<file path="config.mk">
export PLATFORM = sky130hd
export DESIGN_NAME = pattern_generator_flat
export DESIGN_NICKNAME = d
export VERILOG_FILES = /design/src/rtl/pattern_generator_if.sv /design/src/rtl/pattern_generator.sv /design/src/flat_wrapper.sv
export SDC_FILE = /design/constraint.sdc
export NUM_CORES = 1
export LEC_CHECK = 0
export CORE_MARGIN = 1
export CORE_UTILIZATION = 38
export DETAILED_ROUTE_END_ITERATION = 8
export HOLD_SLACK_MARGIN = 0.03
export REMOVE_ABC_BUFFERS = 1
export SKIP_LAST_GASP = 1
export SYNTH_ARGS = -nofsm -noshare
export SYNTH_HDL_FRONTEND = slang
export SYNTH_SLANG_ARGS = --single-unit
</file>
<file path="constraint.sdc">
create_clock -name clk -period 4.5 [get_ports clk]
set_clock_uncertainty 0.05 [all_clocks]
set_input_delay 0.9 -clock clk [delete_from_list [all_inputs] [get_ports clk]]
set_output_delay 0.9 -clock clk [all_outputs]
set_load 0.03 [all_outputs]
</file>
<file path="src/rtl/pattern_generator_if.sv">
// pattern_generator_if: request/serial-output bundle; PATGEN_ABORT_EN adds the abort request
interface pattern_generator_if #(parameter int CNT_W = 4);
  logic start;
  logic [1:0] sel;
  logic [CNT_W-1:0] count;
  logic w;
  logic x;
  logic y;
  logic last_bit;
  logic busy;
  logic done;
`ifdef PATGEN_ABORT_EN
  logic abort;
  modport master(output start, sel, count, abort, input w, x, y, last_bit, busy, done);
  modport slave(input start, sel, count, abort, output w, x, y, last_bit, busy, done);
`else
  modport master(output start, sel, count, input w, x, y, last_bit, busy, done);
  modport slave(input start, sel, count, output w, x, y, last_bit, busy, done);
`endif
endinterface

</file>
<file path="src/rtl/pattern_generator.sv">
// pattern_generator: serial W/X/Y pattern transmitter with repeats and gaps; PATGEN_ABORT_EN adds abort
module pattern_generator #(
  parameter int CNT_W = 4,
  parameter int GAP_CYCLES = 2
) (
  input logic clk,
  input logic reset,
  pattern_generator_if.slave bus
);
  typedef enum logic [1:0] {IDLE, SEND, GAP, FIN} state_t;
  state_t st, st_n;
  logic [1:0] pat, pat_n, idx, idx_n;
  logic [3:0] gcnt, gcnt_n;
  logic [CNT_W-1:0] rep, rep_n;
  logic all_mode, all_n;
  logic bit_n;
  function automatic logic [1:0] last_idx(input logic [1:0] p);
    return p == 2'd0 ? 2'd3 : p == 2'd1 ? 2'd2 : 2'd1;
  endfunction
  function automatic logic rom(input logic [1:0] p, input logic [1:0] i);
    return p == 2'd0 ? ~i[0] : p == 2'd1 ? 1'b1 : (i == 2'd0);
  endfunction
  // next state; outputs are decoded from the next state so they leave registered
  always_comb begin
    st_n = st;
    pat_n = pat;
    idx_n = idx;
    gcnt_n = gcnt;
    rep_n = rep;
    all_n = all_mode;
    if (st == IDLE) begin
      if (bus.start) begin
        st_n = SEND;
        all_n = bus.sel == 2'd3;
        pat_n = bus.sel == 2'd3 ? 2'd0 : bus.sel;
        rep_n = bus.count == '0 ? CNT_W'(1) : bus.count;
        idx_n = 2'd0;
      end
    end else if (st == SEND) begin
      if (idx == last_idx(pat)) begin
        st_n = GAP;
        gcnt_n = 4'd0;
      end else idx_n = idx + 2'd1;
    end else if (st == GAP) begin
      if (gcnt == 4'(GAP_CYCLES - 1)) begin
        idx_n = 2'd0;
        if (all_mode && pat != 2'd2) begin
          st_n = SEND;
          pat_n = pat + 2'd1;
        end else if (rep > CNT_W'(1)) begin
          st_n = SEND;
          rep_n = rep - CNT_W'(1);
          pat_n = all_mode ? 2'd0 : pat;
        end else st_n = FIN;
      end else gcnt_n = gcnt + 4'd1;
    end else st_n = IDLE;
`ifdef PATGEN_ABORT_EN
    if (bus.abort && (st == SEND || st == GAP)) st_n = IDLE;
`endif
    bit_n = st_n == SEND && rom(pat_n, idx_n);
  end
  // state and registered outputs
  always_ff @(posedge clk or negedge reset) begin
    if (!reset) begin
      st <= IDLE;
      pat <= 2'd0;
      idx <= 2'd0;
      gcnt <= 4'd0;
      rep <= '0;
      all_mode <= 1'b0;
      bus.w <= 1'b0;
      bus.x <= 1'b0;
      bus.y <= 1'b0;
      bus.last_bit <= 1'b0;
      bus.busy <= 1'b0;
      bus.done <= 1'b0;
    end else begin
      st <= st_n;
      pat <= pat_n;
      idx <= idx_n;
      gcnt <= gcnt_n;
      rep <= rep_n;
      all_mode <= all_n;
      bus.w <= bit_n && pat_n == 2'd0;
      bus.x <= bit_n && pat_n == 2'd1;
      bus.y <= bit_n && pat_n == 2'd2;
      bus.last_bit <= st_n == SEND && idx_n == last_idx(pat_n);
      bus.busy <= st_n == SEND || st_n == GAP;
      bus.done <= st_n == FIN;
    end
  end
endmodule

</file>
<file path="src/flat_wrapper.sv">
// flat-port wrapper written by rule: the top's interface ports become plain ports
module pattern_generator_flat 
#(
  parameter int CNT_W = 4,
  parameter int GAP_CYCLES = 2
)
  (clk, reset, bus_start, bus_sel, bus_count, bus_w, bus_x, bus_y, bus_last_bit, bus_busy, bus_done);
  pattern_generator_if #(.CNT_W(CNT_W)) bus_i ();
  input logic clk;
  input logic reset;
  input wire logic [$bits(bus_i.start)-1:0] bus_start;
  input wire logic [$bits(bus_i.sel)-1:0] bus_sel;
  input wire logic [$bits(bus_i.count)-1:0] bus_count;
  output wire logic [$bits(bus_i.w)-1:0] bus_w;
  output wire logic [$bits(bus_i.x)-1:0] bus_x;
  output wire logic [$bits(bus_i.y)-1:0] bus_y;
  output wire logic [$bits(bus_i.last_bit)-1:0] bus_last_bit;
  output wire logic [$bits(bus_i.busy)-1:0] bus_busy;
  output wire logic [$bits(bus_i.done)-1:0] bus_done;
  assign bus_i.start = bus_start;
  assign bus_i.sel = bus_sel;
  assign bus_i.count = bus_count;
  assign bus_w = bus_i.w;
  assign bus_x = bus_i.x;
  assign bus_y = bus_i.y;
  assign bus_last_bit = bus_i.last_bit;
  assign bus_busy = bus_i.busy;
  assign bus_done = bus_i.done;
  pattern_generator #(.CNT_W(CNT_W), .GAP_CYCLES(GAP_CYCLES)) u_core (.clk(clk), .reset(reset), .bus(bus_i));
endmodule
</file>
Word-level counts from Yosys, hierarchy flattened
Index checks and enable logic that the tools add are counted. Widths: inputs -> output; s select.

Flip-flop bits (word level): 21. Input bits: 9. Output and inout port bits: 6. Logic and storage cells: 97.

Add/subtract/negate cells: 4. $lt $le $gt $ge: 1. Equality and inequality tests: 18. Mux-type cells: 41. Bitwise operators: 2. Reductions and logical operators: 19.

Operator list (count): $mux 2 (27); $mux 4 (12); $eq 2x2->1 const B (5); $eq 2x1->1 const B (4); $logic_not 2->1 (4); $reduce_bool 2->1 (4); $logic_and 1x1->1 (6); $ne 2x1->1 const B (3); $ne 2x2->1 const B (3); $reduce_and 6->1 (1); $add 2x1->2 const B (2); $add 4x1->4 const B (1); $eq 2x2->1 (2); $eq 4x1->1 const B (1); $gt 4x1->1 const B (1); $logic_not 4->1 (1); $reduce_and 4->1 (1); $sub 4x1->4 const B (1); $mux 1 (2); $not 1->1 (2); $reduce_and 2->1 (1); $logic_or 1x1->1 (1).

Depth between registers and ports, before layout
Gate-level depths: netlist of run 1.

Word-level depth: 12. Depth in mapped cells: 11.

Worst setup path before layout of run 1
No wires, ideal clock.

Kind: flip-flop to flip-flop. Start: reg u_core.gcnt[1]. End: reg u_core.bus.y. Library setup time: 140 ps. Data arrival time: 1906 ps. Required time: 4310 ps. Path slack: 2404 ps. Cell stages (with the launch flop): 10. Period minus slack after synthesis: 2096 ps. Path through: dfrtp_1 > inv_1 > ha_1 > or3b_4 > o31ai_1 > a21oi_1 > o21bai_1 > a21oi_1 > ha_1 > nor4b_2.

Longest elaborated chain between the ends: 10. Elaborated cells on any way between the ends: 23. Classes of those cells: eq/ne: 4; mux: 14; bitwise: 1; reduce/logical: 4.

RTL lines: start, declared (line pattern_generator.sv:13) `logic [3:0] gcnt, gcnt_n;`; start signal, assigned (line pattern_generator.sv:81) `gcnt <= gcnt_n;`; $eq 4x1->1 * (line pattern_generator.sv:45) `if (gcnt == 4'(GAP_CYCLES - 1)) begin`; $mux 2 (line pattern_generator.sv:45); $mux 2 (line pattern_generator.sv:44) `end else if (st == GAP) begin`; $mux 2 (line pattern_generator.sv:39) `end else if (st == SEND) begin`; $mux 2 (line pattern_generator.sv:31) `if (st == IDLE) begin`; $eq 2x1->1 / $logic_not 2->1 (equally long branches) (line pattern_generator.sv:21) `return p == 2'd0 ? ~i[0] : p == 2'd1 ? 1'b1 : (i == 2'd0);`; $mux 1 (2 in series) (line pattern_generator.sv:21); $logic_and 1x1->1 (line pattern_generator.sv:60) `bit_n = st_n == SEND && rom(pat_n, idx_n);`; $logic_and 1x1->1 * (line pattern_generator.sv:86) `bus.y <= bit_n && pat_n == 2'd2;`; end signal, assigned (line pattern_generator.sv:73) `bus.y <= 1'b0;`; end signal, assigned (line pattern_generator.sv:86); end, declared (line pattern_generator_if.sv:18) `modport slave(input start, sel, count, output w, x, y, last_bit, busy, done);`.

Mark *: on every way between the ends. The rest lies on a longest branch, timed or not. A chain may end at the register's enable or synchronous reset.

Worst setup path after layout of run 1
Start: reg u_core.st[1]. End: reg u_core.bus.y.

Longest elaborated chain between the ends: 9. Elaborated cells on any way between the ends: 25. Classes of those cells: eq/ne: 5; mux: 14; bitwise: 1; reduce/logical: 5.

RTL lines: start, declared (line pattern_generator.sv:11) `state_t st, st_n;`; start signal, assigned (line pattern_generator.sv:78) `st <= st_n;`; $eq 2x2->1 (line pattern_generator.sv:44); $mux 2 (line pattern_generator.sv:44); $mux 2 (line pattern_generator.sv:39); $mux 2 (line pattern_generator.sv:31); $eq 2x1->1 / $logic_not 2->1 (equally long branches) (line pattern_generator.sv:21); $mux 1 (2 in series) (line pattern_generator.sv:21); $logic_and 1x1->1 (line pattern_generator.sv:60); $logic_and 1x1->1 * (line pattern_generator.sv:86).

Marked as above.

==> results of run 1 <==
## state kept, by name, indices dropped and copies added (netlist names), 2 cells and up
register     cells
u_core.pat       2
u_core.idx       2
u_core.gcnt      4
u_core.rep       4
u_core.st        2
## area by class of cell
class,instances,area share [%]
inverters,16,3.80
repair buffers,14,8.86
multi-input cells,105,48.8
flip-flops and latches,21,33.2
clock buffers,4,1.66
well taps,46,3.64
## per-stage QoR
stage               worst slack [ns]  instances  hold WS, ns
finish                          1.74        206        0.482
global route                    1.51        206        0.503
CTS                             1.77        206        0.488
detailed placement              1.81        202        0.466
global placement                1.95        202        0.471
floorplan                       2.28        142        0.438
## metal layers
layer	track usage, %	wire (um)	part of all wire, %	vias to the layer above
li1	-	-	-	539
met4	5.23	40	1.5	0
met1	20.1	1280	48	536
met3	1.65	107	4.0	5
met2	25.7	1230	46	29
met5	0	0	0	-
## Yosys cell counts, types with 3 or more instances
library cell,n,area [um^2]
dfrtp_1,21,526
a21oi_1,5,25.0
nor2_1,12,45.0
inv_1,16,60.1
o21ai_1,4,20.0
ha_1,13,163
nor3_1,3,15.0
o21ai_0,11,55.1
or3_1,3,18.8
a22o_1,3,26.3
o31ai_1,4,30.0
nand2_1,13,48.8
## path summary, 6_finish.rpt
| check | to | cells past startpoint | slack [ns] | startpoint |
|---|---|---|---|---|
| min | u_core.gcnt[3]$_DFFE_PN0P_ | 1 | 0.48 | u_core.gcnt[3]$_DFFE_PN0P_ |
| max reg2reg | u_core.bus.y$_DFF_PN0_ | 8 | 1.74 | u_core.st[1]$_DFF_PN0_ |
| min in group asynchronous | u_core.gcnt[2]$_DFFE_PN0P_ | 1 | 1.05 | reset |
| min reg2reg | u_core.gcnt[3]$_DFFE_PN0P_ | 1 | 0.48 | u_core.gcnt[3]$_DFFE_PN0P_ |
| max | u_core.bus.y$_DFF_PN0_ | 8 | 1.74 | u_core.st[1]$_DFF_PN0_ |
| max in group asynchronous | u_core.bus.w$_DFF_PN0_ | 1 | 2.79 | reset |
## critical path, delay by kind of cell, from the launching register on
family / cells / cell delay (ns)
AOI/OAI and AO/OA: 2 / 0.30
and+or+nand+nor: 2 / 0.53
adders and majority gates: 2 / 0.85
buffers and inverters: 2 / 0.45
DFF: 1 / 0.45
## where the power goes
| group | internal, W | switching [W] |
|---|---|---|
| registers | 0.000266 | 0.0000686 |
| clock network | 0.0000346 | 0.0000576 |
| logic | 0.000257 | 0.000382 |
## kinds of logic after synthesis
family                     share of synthesized area, %
AOI/OAI and AO/OA                                  22.3
buffers and inverters                              5.81
adders and majority gates                          11.8
DFF                                                38.1
muxes                                             0.727
and+or+nand+nor                                    20.0
xor gates and xnor gates                           1.27
==> flow_metrics.env, run 1 <==
export IMPL_synth_edf_count=0
export IMPL_synth_seq_area_share_pct=38.1
export IMPL_final_common_cell="dfrtp_1"
export IMPL_min_period_ns=2.76
export IMPL_ys_flop_type="dfrtp_1"
export IMPL_cts_root_buf="clkbuf_4"
export IMPL_cts_buffer_depth=2
export IMPL_yosysWarnings=0
export IMPL_setup_violations=0
export IMPL_grt_pass1_wl_mm=4.73
export IMPL_h_tree_depth=1
export IMPL_drive_gt1_share_pct=8.75
export IMPL_ios=15
export IMPL_worst_slew_pin_slew_ns=0.927
export IMPL_grt_pass1_vias=1073
export IMPL_numCtsBuffers=3
export IMPL_clock_latency_ns=0.30
export IMPL_holdBufCountCts=0
export IMPL_start_kind="flop"
export IMPL_ant_nets=0
export IMPL_hp_class="reg -> reg"
export IMPL_finalCritPeriodShare_pct=61.3
export IMPL_finalHoldViolations=0
export IMPL_crit_type="reg -> reg"
export IMPL_multi_input_area_um2=772
export IMPL_core_area_mm2=0.00342
export IMPL_avgViaCountPerCell=5.38
export IMPL_area_growth_pct=14.8
export IMPL_utilization_pct=46.3
export IMPL_drc=0
export IMPL_totalWireLength_mm=2.66
export IMPL_crit_arrival_ns=2.89
export IMPL_place_gp_congestion=0.769
export IMPL_portBuffers=14
export IMPL_wl_per_cell_um=12.9
export IMPL_power_w=0.00107
export IMPL_drv_slew=0
export IMPL_cts_clk_slew_worst_paths_ns=0.11
export IMPL_drt_iter0_drc=31
export IMPL_syn_instance_count=145
export IMPL_cpPeakStageDelay_ns=0.61
export IMPL_dr_total_vias=1109
export IMPL_cts_resized=0
export IMPL_rsz0062_at_grt="no"
export IMPL_mostFrequentLayoutCells="dfrtp_1, inv_1, clkdlybuf4s50_1, nand2_1, ha_1"
export IMPL_dr_pass1_iters=4
export IMPL_crit_slowest_cell="ha_1"
export IMPL_gr_total_overflow=0
export IMPL_crit_fanout=21
export IMPL_syn_area_per_cell_um2=9.50
export IMPL_antenna_found_initial=0
export IMPL_seq_area_um2=526
export IMPL_cp_required_ns=4.63
export IMPL_yosys_register_bits=21
export IMPL_fmax_ghz=0.362
export IMPL_grt_usage_pct=15.2
export IMPL_rows=21
export IMPL_tritoncts="done"
export IMPL_fin_tns_setup_ns=0
export IMPL_fin_area_mm2=0.00158
export IMPL_place_hpwl_mm=2.02
export IMPL_nFillCells=332
export IMPL_cp_end_kind="flop"
export IMPL_grt_max_degree=22
export IMPL_synth_area_mm2=0.00138
export IMPL_status="finished, final reports clean"
export IMPL_max_slew_margin_pct=38.0
export IMPL_p_leak_nw=0.695
export IMPL_synthArstFlopShare_pct=100
export IMPL_cts_sinks=21
export IMPL_maxCapViolations=0
export IMPL_cts_setup_buffers=0
export IMPL_dieArea_mm2=0.00387
export IMPL_nNetsFinal=183
export IMPL_antenna_cells=0
export IMPL_synth_cell_types=40
export IMPL_start_util_pct=40.3
export IMPL_die_w_um=62.2
export IMPL_peakVddDrop_mv=0.227
export IMPL_cp_cell_sequence="inv_1 -> ha_1 -> inv_1 -> nor2_1 -> o21bai_1 -> a21oi_1 -> ha_1 -> nor4b_2"
export IMPL_placed_area_mm2=0.00156
export IMPL_die_y_um=62.2
export IMPL_powerDensity_mw_per_mm2=674
Note: power is estimated with default switching activity, not from simulation.
==> inputs of run 2 (changes only) <==
Clock period 4.5 ns to 2.2 ns, I/O delays scaled along.
==> run 2 against run 1 <==
  * Sequential share of layout area is 4.1 points lower
  * Via count is 4.1% higher
  * Clock power is 100% higher
  * Largest cell class unchanged
  * Combinational power grew to 2.8 times the previous value
  * Critical path depth is 3 higher
  * Non-clock buffer count is 19 higher
  * Fmax is 28% higher
==> flow_metrics.env, run 2 (synthesized netlist as in run 1, its figures left out) <==
export IMPL_grt_pass1_wl_mm=4.86
export IMPL_avgViaCountPerCell=5.13
export IMPL_h_tree_depth=1
export IMPL_rsz0062_at_grt="yes"
export IMPL_numPlacedInstances=217
export IMPL_top_regs="u_core.gcnt (4), u_core.rep (4)"
export IMPL_dr_pass1_iters=5
export IMPL_ios=15
export IMPL_wl_met1_mm=1.33
export IMPL_highest_layer="met4"
export IMPL_powerDensity_mw_per_mm2=1440
export IMPL_ant_nets=0
export IMPL_status="finished, final reports clean"
export IMPL_cts_buffer_depth=2
export IMPL_hp_class="in -> async"
export IMPL_power_w=0.00261
export IMPL_max_slew_margin_pct=72.8
export IMPL_sw_frac_of_total_pct=45.4
export IMPL_worst_slew_pin_slew_ns=0.406
export IMPL_drive_gt1_share_pct=27.4
export IMPL_antenna_found_initial=0
export IMPL_internal_power_w=0.00143
export IMPL_nFillCells=319
export IMPL_start_kind="flop"
export IMPL_maxCapViolations=0
export IMPL_cts_clk_slew_worst_paths_ns=0.12
export IMPL_place_hpwl_mm=2.09
export IMPL_tritoncts="done"
export IMPL_p_switching_w=0.00118
export IMPL_min_period_ns=2.15
export IMPL_crit_arrival_ns=2.34
export IMPL_core_area_mm2=0.00342
export IMPL_nNetsFinal=202
export IMPL_grt_max_degree=22
export IMPL_clockPowerShare_pct=7.1
export IMPL_dr_total_vias=1154
export IMPL_wl_per_cell_um=12.6
export IMPL_totalWireLength_mm=2.84
export IMPL_crit_fanout=4
export IMPL_cts_sinks=21
export IMPL_cp_end_kind="flop"
export IMPL_holdBufCountCts=0
export IMPL_instances_no_fill=225
export IMPL_portBuffers=14
export IMPL_antenna_cells=0
export IMPL_dr_wl_met3_um=86
export IMPL_fmax_ghz=0.465
export IMPL_finalCritPeriodShare_pct=97.7
export IMPL_fin_area_mm2=0.00181
export IMPL_whs_ns=0.408
export IMPL_drc=0
export IMPL_dieArea_mm2=0.00387
export IMPL_p_leak_nw=0.806
export IMPL_power_frac_seq_pct=25.6
export IMPL_die_y_um=62.2
export IMPL_crit_type="reg -> reg"
export IMPL_drt_iter0_drc=21
export IMPL_area_growth_pct=31.3
export IMPL_drv_slew=0
export IMPL_grt_usage_pct=15.4
export IMPL_clock_latency_ns=0.30
export IMPL_setup_violations=0
export IMPL_gr_total_overflow=0
export IMPL_die_w_um=62.2
export IMPL_wl_met2_mm=1.40
export IMPL_rows=21
export IMPL_cp_required_ns=2.39
export IMPL_cts_root_buf="clkbuf_4"
export IMPL_final_common_cell="dfrtp_1"
export IMPL_utilization_pct=53.0
export IMPL_combPwrFrac_pct=67.3
export IMPL_grt_pass1_vias=1126
export IMPL_place_gp_congestion=0.851
export IMPL_placed_area_mm2=0.00167
export IMPL_numCtsBuffers=3
export IMPL_peakVddDrop_mv=0.575
export IMPL_finalHoldViolations=0
export IMPL_mostFrequentLayoutCells="dfrtp_1, buf_4, inv_1, clkdlybuf4s50_1"
export IMPL_start_util_pct=40.3
-- run 2: cell count changes in the layout (fill, tap and decap cells not counted), moves of 2 or more --
cell and change:
inv_1 -2, buf_4 +19, inv_2 +2, ha_1 -3
ha_2 +2
-- run 2: power groups by stage --
stage | clock (W) | sequential [W] | combinational [W]
final | 0.000186 | 0.000669 | 0.00176
after detailed placement | 0 | 0.000665 | 0.00150
after CTS | 0.000193 | 0.000660 | 0.00156
after floorplan | 0 | 0.000741 | 0.000914
after global placement | 0 | 0.000664 | 0.00148
after global routing | 0.000209 | 0.000691 | 0.00195
-- run 2: path summary, 6_finish.rpt --
check / slack (ns) / to / start / depth (start not counted)
max: 0.05 / u_core.bus.last_bit$_DFF_PN0_ / u_core.gcnt[1]$_DFFE_PN0P_ / 11
min: 0.41 / u_core.gcnt[2]$_DFFE_PN0P_ / reset / 2
max reg2reg: 0.05 / u_core.bus.last_bit$_DFF_PN0_ / u_core.gcnt[1]$_DFFE_PN0P_ / 11
min reg2reg: 0.52 / u_core.rep[3]$_DFFE_PN0P_ / u_core.rep[3]$_DFFE_PN0P_ / 1
max in group asynchronous: 1.46 / u_core.pat[0]$_DFF_PN0_ / reset / 2
min in group clk: 0.52 / u_core.rep[3]$_DFFE_PN0P_ / u_core.rep[3]$_DFFE_PN0P_ / 1
-- run 2: layout make-up --
| class | instances | area [um^2] | area share [%] |
|---|---|---|---|
| well taps | 46 | 57.6 | 3.18 |
| inverters | 16 | 60.1 | 3.32 |
| repair buffers | 33 | 283 | 15.6 |
| multi-input cells | 105 | 855 | 47.2 |
| clock inverters | 1 | 5.00 | 0.277 |
| flip-flops and latches | 21 | 527 | 29.1 |
| clock buffers | 3 | 22.5 | 1.24 |
-- run 2: through the flow --
stage	setup WS, ns	TNS [ns]
after global routing	-0.0669	-0.232
final	0.0515	0
after detailed placement	-0.0217	-0.0217
after global placement	-0.0456	-0.0456
after floorplan	-0.0160	-0.0160
after CTS	0.00317	0
-- run 2: timing repair --
item                                    4_1_cts  5_1_grt
endpoints found under the setup margin        1        5
pin swaps                                     1        7
resized for setup                             1       18
buffers inserted                              2        2
hold endpoints to repair                      0        0
-- run 2: per-layer routing --
layer | vias up | track usage, %
met2 | 19 | 27.1
met5 | - | 0
met4 | 0 | 1.74
met1 | 558 | 19.4
li1 | 575 | -
met3 | 2 | 4.04
-- run 2: critical path: stages, from the launching register on --
cell	delay, ns
dfrtp_1	0.39
inv_1	0.05
ha_1	0.14
or3b_4	0.41
nand2_2	0.08
o31ai_2	0.06
a21oi_1	0.17
o21bai_1	0.13
a21oi_2	0.14
ha_2	0.24
nand3_2	0.09
o2bb2ai_2	0.13
